--- src/rtl/mult_pkg.sv ---
// Shared definitions for the hi/lo multiply unit: mulst state codes, step count,
// and the R-type funct codes the ALU control decoder matches on.
package mult_pkg;

    localparam int MUL_STEPS = 32;

    localparam logic [5:0] FUNCT_MULT = 6'h18;
    localparam logic [5:0] FUNCT_MFHI = 6'h10;
    localparam logic [5:0] FUNCT_MFLO = 6'h12;

    typedef enum logic [2:0] {
        MUL_IDLE = 3'd0,
        MUL_RUN  = 3'd1,
        MUL_DONE = 3'd2
    } mul_state_e;

    typedef enum logic [1:0] {
        BOOTH_NOP = 2'd0,
        BOOTH_ADD = 2'd1,
        BOOTH_SUB = 2'd2
    } booth_op_e;

    // Radix-2 Booth recoding of the {lo[0], lo[-1]} bit pair.
    function automatic booth_op_e booth_sel(input logic q0, input logic q_m1);
        case ({q0, q_m1})
            2'b01:   return BOOTH_ADD;
            2'b10:   return BOOTH_SUB;
            default: return BOOTH_NOP;
        endcase
    endfunction

endpackage

--- src/rtl/booth_mult_unit_if.sv ---
// Issue/result bundle between the ALU control decoder and the multiply unit.
interface booth_mult_unit_if #(
    parameter int WIDTH = 32
);
    logic             start;
    logic [WIDTH-1:0] rs_val;
    logic [WIDTH-1:0] rt_val;
    logic [WIDTH-1:0] hi;
    logic [WIDTH-1:0] lo;
    logic [2:0]       mulst;
    logic             busy;
    logic             done;
    logic             pc_we;

    modport master (
        output start, rs_val, rt_val,
        input  hi, lo, mulst, busy, done, pc_we
    );

    modport slave (
        input  start, rs_val, rt_val,
        output hi, lo, mulst, busy, done, pc_we
    );
endinterface

--- src/rtl/booth_mult_unit_step.sv ---
// One combinational radix-2 Booth step: conditional add/sub of the multiplicand
// into the accumulator, then arithmetic right shift of {acc, lo, q_m1}.
module booth_step
    import mult_pkg::*;
#(
    parameter int WIDTH = 32
) (
    input  logic [WIDTH:0]   acc,
    input  logic [WIDTH-1:0] lo,
    input  logic             q_m1,
    input  logic [WIDTH:0]   mcand,
    output logic [WIDTH:0]   acc_nx,
    output logic [WIDTH-1:0] lo_nx,
    output logic             q_m1_nx
);
    logic [WIDTH:0] sum;

    // Wraps modulo 2^(WIDTH+1); the guard bit keeps the true value in range.
    always_comb begin
        sum = acc;
        case (booth_sel(lo[0], q_m1))
            BOOTH_ADD: sum = acc + mcand;
            BOOTH_SUB: sum = acc - mcand;
            default:   sum = acc;
        endcase
    end

    assign acc_nx  = {sum[WIDTH], sum[WIDTH:1]};
    assign lo_nx   = {sum[0], lo[WIDTH-1:1]};
    assign q_m1_nx = lo[0];

endmodule

--- src/rtl/booth_mult_unit.sv ---
// Sequential Booth multiplier owning the MIPS hi/lo registers; stalls the PC
// from the mult issue cycle until the product is ready.
module booth_mult_unit
    import mult_pkg::*;
#(
    parameter int WIDTH = MUL_STEPS
) (
    input logic              clk,
    input logic              rst_n,
    booth_mult_unit_if.slave bus
);
    localparam int CW = $clog2(WIDTH);

    mul_state_e       state;
    logic [WIDTH:0]   acc;
    logic [WIDTH:0]   mcand;
    logic [WIDTH-1:0] lo;
    logic             q_m1;
    logic [CW-1:0]    cnt;
    logic             busy_q;
    logic             done_q;

    logic [WIDTH:0]   acc_nx;
    logic [WIDTH-1:0] lo_nx;
    logic             q_m1_nx;

    booth_step #(.WIDTH(WIDTH)) u_step (
        .acc     (acc),
        .lo      (lo),
        .q_m1    (q_m1),
        .mcand   (mcand),
        .acc_nx  (acc_nx),
        .lo_nx   (lo_nx),
        .q_m1_nx (q_m1_nx)
    );

    always_ff @(posedge clk or negedge rst_n) begin
        if (!rst_n) begin
            state  <= MUL_IDLE;
            acc    <= '0;
            mcand  <= '0;
            lo     <= '0;
            q_m1   <= 1'b0;
            cnt    <= '0;
            busy_q <= 1'b0;
            done_q <= 1'b0;
        end else begin
            case (state)
                MUL_IDLE: begin
                    if (bus.start) begin
                        acc    <= '0;
                        lo     <= bus.rt_val;
                        q_m1   <= 1'b0;
                        mcand  <= {bus.rs_val[WIDTH-1], bus.rs_val};
                        cnt    <= CW'(WIDTH - 1);
                        state  <= MUL_RUN;
                        busy_q <= 1'b1;
                    end
                end
                MUL_RUN: begin
                    acc  <= acc_nx;
                    lo   <= lo_nx;
                    q_m1 <= q_m1_nx;
                    if (cnt == '0) begin
                        state  <= MUL_DONE;
                        busy_q <= 1'b0;
                        done_q <= 1'b1;
                    end else begin
                        cnt <= cnt - 1'b1;
                    end
                end
                MUL_DONE: begin
                    // start is deliberately ignored here; a new mult waits for IDLE.
                    state  <= MUL_IDLE;
                    done_q <= 1'b0;
                end
                default: begin
                    state  <= MUL_IDLE;
                    busy_q <= 1'b0;
                    done_q <= 1'b0;
                end
            endcase
        end
    end

    assign bus.hi    = acc[WIDTH-1:0];
    assign bus.lo    = lo;
    assign bus.mulst = state;
    assign bus.busy  = busy_q;
    assign bus.done  = done_q;
    // The start term holds the PC on the issue cycle itself.
    assign bus.pc_we = (state == MUL_DONE) | ((state == MUL_IDLE) & ~bus.start);

endmodule

--- src/flat_wrapper.sv ---
// flat-port wrapper written by rule: the top's interface ports become plain ports
module booth_mult_unit_flat import mult_pkg::*;
#(
    parameter int WIDTH = MUL_STEPS
)
  (clk, rst_n, bus_start, bus_rs_val, bus_rt_val, bus_hi, bus_lo, bus_mulst, bus_busy, bus_done, bus_pc_we);
  booth_mult_unit_if #(.WIDTH(WIDTH)) bus_i ();
  input logic clk;
  input logic rst_n;
  input wire logic [$bits(bus_i.start)-1:0] bus_start;
  input wire logic [$bits(bus_i.rs_val)-1:0] bus_rs_val;
  input wire logic [$bits(bus_i.rt_val)-1:0] bus_rt_val;
  output wire logic [$bits(bus_i.hi)-1:0] bus_hi;
  output wire logic [$bits(bus_i.lo)-1:0] bus_lo;
  output wire logic [$bits(bus_i.mulst)-1:0] bus_mulst;
  output wire logic [$bits(bus_i.busy)-1:0] bus_busy;
  output wire logic [$bits(bus_i.done)-1:0] bus_done;
  output wire logic [$bits(bus_i.pc_we)-1:0] bus_pc_we;
  assign bus_i.start = bus_start;
  assign bus_i.rs_val = bus_rs_val;
  assign bus_i.rt_val = bus_rt_val;
  assign bus_hi = bus_i.hi;
  assign bus_lo = bus_i.lo;
  assign bus_mulst = bus_i.mulst;
  assign bus_busy = bus_i.busy;
  assign bus_done = bus_i.done;
  assign bus_pc_we = bus_i.pc_we;
  booth_mult_unit #(.WIDTH(WIDTH)) u_core (.clk(clk), .rst_n(rst_n), .bus(bus_i));
endmodule
--- config.mk ---
export PLATFORM = sky130hd
export DESIGN_NAME = booth_mult_unit_flat
export DESIGN_NICKNAME = d
export VERILOG_FILES = /design/src/rtl/mult_pkg.sv /design/src/rtl/booth_mult_unit_if.sv /design/src/rtl/booth_mult_unit_step.sv /design/src/rtl/booth_mult_unit.sv /design/src/flat_wrapper.sv
export SDC_FILE = /design/constraint.sdc
export NUM_CORES = 1
export LEC_CHECK = 0
export ABC_AREA = 1
export CAP_MARGIN = 0
export CORE_MARGIN = 2
export CORE_UTILIZATION = 30
export CTS_CLUSTER_DIAMETER = 120
export DETAILED_ROUTE_END_ITERATION = 10
export PLACE_DENSITY_LB_ADDON = 0.25
export SYNTH_ARGS = -nofsm -noshare
export SYNTH_HDL_FRONTEND = slang
export SYNTH_SLANG_ARGS = --single-unit
export TNS_END_PERCENT = 10
--- constraint.sdc ---
create_clock -name clk -period 3.9 [get_ports clk]
set_clock_uncertainty 0.2 [all_clocks]
set_input_delay 0.585 -clock clk [delete_from_list [all_inputs] [get_ports clk]]
set_output_delay 0.585 -clock clk [all_outputs]
set_load 0.05 [all_outputs]
==> impl_metrics.yaml <==
worst_setup_path:
  cp_num_buf_inv: 2
  rrSetupSlack_ns: 0.44
  path_cells: "inv_1 > ha_1 > nand3_1 > nor2_2 > nand3_1 > nor2_1 > nand2_1 > nand2_1 > xor2_1 > inv_1 > ha_1 > nand2_1 > nor2_1 > and3_1 > nand3_1 > nand3_1 > nand3_1 > a21oi_1"
  crit_family: "simple AND/OR/NAND/NOR gates"
  cpPeakStageDelay_ns: 0.40
  crit_slowest_cell: "dfrtp_1"
  endpoint_kind: "flip-flop"
  startpoint_type: "flip-flop"
  path_max_fanout: 5
  crit_type: "reg2reg"
  cp.depth: 18
  crit_arrival_ns: 3.57
  reg2regPathDepth: 18
  worstPathRequired_ns: 4.01
  crit_path_frequent_cell: "nand3_1"
cells_and_area:
  fin_nets: 1458
  fillers: 2765
  multi_input_area_um2: 4290
  drive_gt1_share_pct: 3.16
  syn_to_final_growth_pct: 24.2
  seq_area_um2: 2650
  n_antenna_cell: 0
floorplanning:
  dieArea_um2: 28100
  boundaryPins: 137
  die_w_um: 168
  core_um2: 26200
  num_rows: 59
  start_util_pct: 30.7
  die_height_um: 168
synthesis:
  synthesis.instances: 1238
  ys_ff_latch: 106
  synthDistinctLibCells: 43
  synth_most_common_cell: "nand2_1"
  synth_common_cells: "361 x nand2_1, 234 x inv_1, 114 x a21oi_1, 106 x dfrtp_1, 101 x nor2_1"
  yosysSeqAreaShare_pct: 33.0
  synth_edf_count: 0
  yosys-top-cells-area: "dfrtp_1 33%, nand2_1 17%, inv_1 11%"
  async_flop_share_pct: 100
  syn_nets: 1342
  yosys_warnings: 0
  postSynthAreaPerCell_um2: 6.50
  synth_area_um2: 8050
  synth_top_area_share_pct: 33.0
  synth.largest_area_cell: "dfrtp_1"
  synthFlopType: "dfrtp_1"
global_route:
  grt_max_degree: 69
  grt_use_met1_pct: 25.2
  grtUsageMet3_pct: 1.84
  grt_most_used_layer: "met2"
  first_global_vias: 7367
  grt_pass1_wl_um: 39600
  grt_usage_pct: 17.8
  grt_overflow_total: 0
  antenna_found_initial: 0
  met2_usage_pct: 29.1
routing:
  wirelength_um: 24900
  wl_per_cell_um: 14.7
  vias: 7756
  drc_errors: 0
  first_iter_violations: 648
  ant_nets: 0
  vias_per_cell: 4.58
  firstDrtPassIters: 5
clocking:
  post_cts_buffers: 0
  ctsHoldBuffers: 0
  post_cts_resized: 0
  cts_buffer_depth: 2
  h-tree-depth: 3
  path_clk_slew_ns: 0.09
  root_buffer: "clkbuf_16"
  cts_sinks: 106
  cts_buffers: 9
  clk_latency_ns: 0.37
  tritoncts: "yes"
sta:
  worstMarginPinSlew_ns: 0.764
  setup_slack_ns: 0.442
  fmax_mhz: 289
  hold_viol_final: 0
  finalCritPeriodShare_pct: 88.7
  finalMaxSlewViolations: 0
  finalSetupTns_ns: 0
  post-route-min-period_ns: 3.46
  grt_setup_unrepaired: "false"
  relSlewSlack_pct: 49.0
  holdWs_ns: 0.0101
  setup_viol: 0
run_status:
  outcome: "completed"
placement:
  dpl.hpwl_um: 19100
  place_worst_setup_slack_ns: 0.454
  place.gp.congestion: 0.880
  io_buffer_count: 135
flow_run:
  max_cap_viol_count: 0
min_path:
  hold_class: "in2async"
==> path summary, 6_finish.rpt <==
check                                             from                             to
setup / recovery           u_core.mcand[0]$_DFFE_PN0P_     u_core.acc[25]$_DFFE_PN0P_
hold / removal                                   rst_n  u_core.bus.lo[18]$_DFFE_PN0P_
setup reg to reg           u_core.mcand[0]$_DFFE_PN0P_     u_core.acc[25]$_DFFE_PN0P_
hold reg to reg            u_core.bus.done$_DFFE_PN0P_    u_core.bus.done$_DFFE_PN0P_
max in group asynchronous                        rst_n     u_core.acc[29]$_DFFE_PN0P_
min in group clk           u_core.bus.done$_DFFE_PN0P_    u_core.bus.done$_DFFE_PN0P_
==> layer usage <==
| metal | share of wire [%] | wire length (um) |
|---|---|---|
| met3 | 2.7 | 667 |
| met1 | 50 | 12500 |
| met5 | 0 | 0 |
| met4 | 1.1 | 285 |
| met2 | 46 | 11400 |
==> flip-flops by register name, summed over array words and instances (netlist names) <==
name	flops
u_core.acc	32
u_core.bus.lo	32
u_core.mcand	32
u_core.cnt	5
u_core.bus.mulst	2
u_core.bus.busy	1
u_core.bus.done	1
u_core.q_m1	1
==> placed cells by master (no fill, tap or decap), types with 20 or more instances in the layout <==
master,instances
ha_1,36
o21ai_1,20
o21ai_0,54
a21oi_1,114
inv_1,234
nand3_1,62
clkdlybuf4s50_1,134
dfrtp_1,106
nand2_1,361
nor2_1,100
xor2_1,35
==> cells by family (layout without fill, tap and decap cells) <==
family	count (synthesis)	after routing	synth area share (%)
fa+ha+maj	37	37	5.85
compound gates	227	227	15.3
xor+xnor	38	38	4.14
flops	106	106	33.0
simple gates	552	552	27.9
other cells	1	1	0.0466
buf+inv	277	398	13.8
==> final cells by class <==
cell class                      instances  share of cell area, %
Sequential cell                       106                   26.5
Inverter                              239                   8.98
Timing Repair Buffer                  143                   14.3
Clock buffer                            9                   2.25
Tap cell                              335                   4.19
Multi-Input combinational cell        855                   42.9
Clock inverter                          7                  0.776
==> per-stage QoR <==
step / cell area, um2 / utilization [%] / instances
2_1_floorplan: 8050 / - / 1238
3_3_place_gp: 9690 / 37.0 / 1678
3_5_place_dp: 9690 / 37.0 / 1678
4_1_cts: 9990 / 38.1 / 1694
5_1_grt: 9990 / 38.1 / 1694
6_report: 9990 / 38.1 / 1694
Power is not shown: default switching activity piles up to over one toggle a cycle in this logic, so the estimate is an artifact.
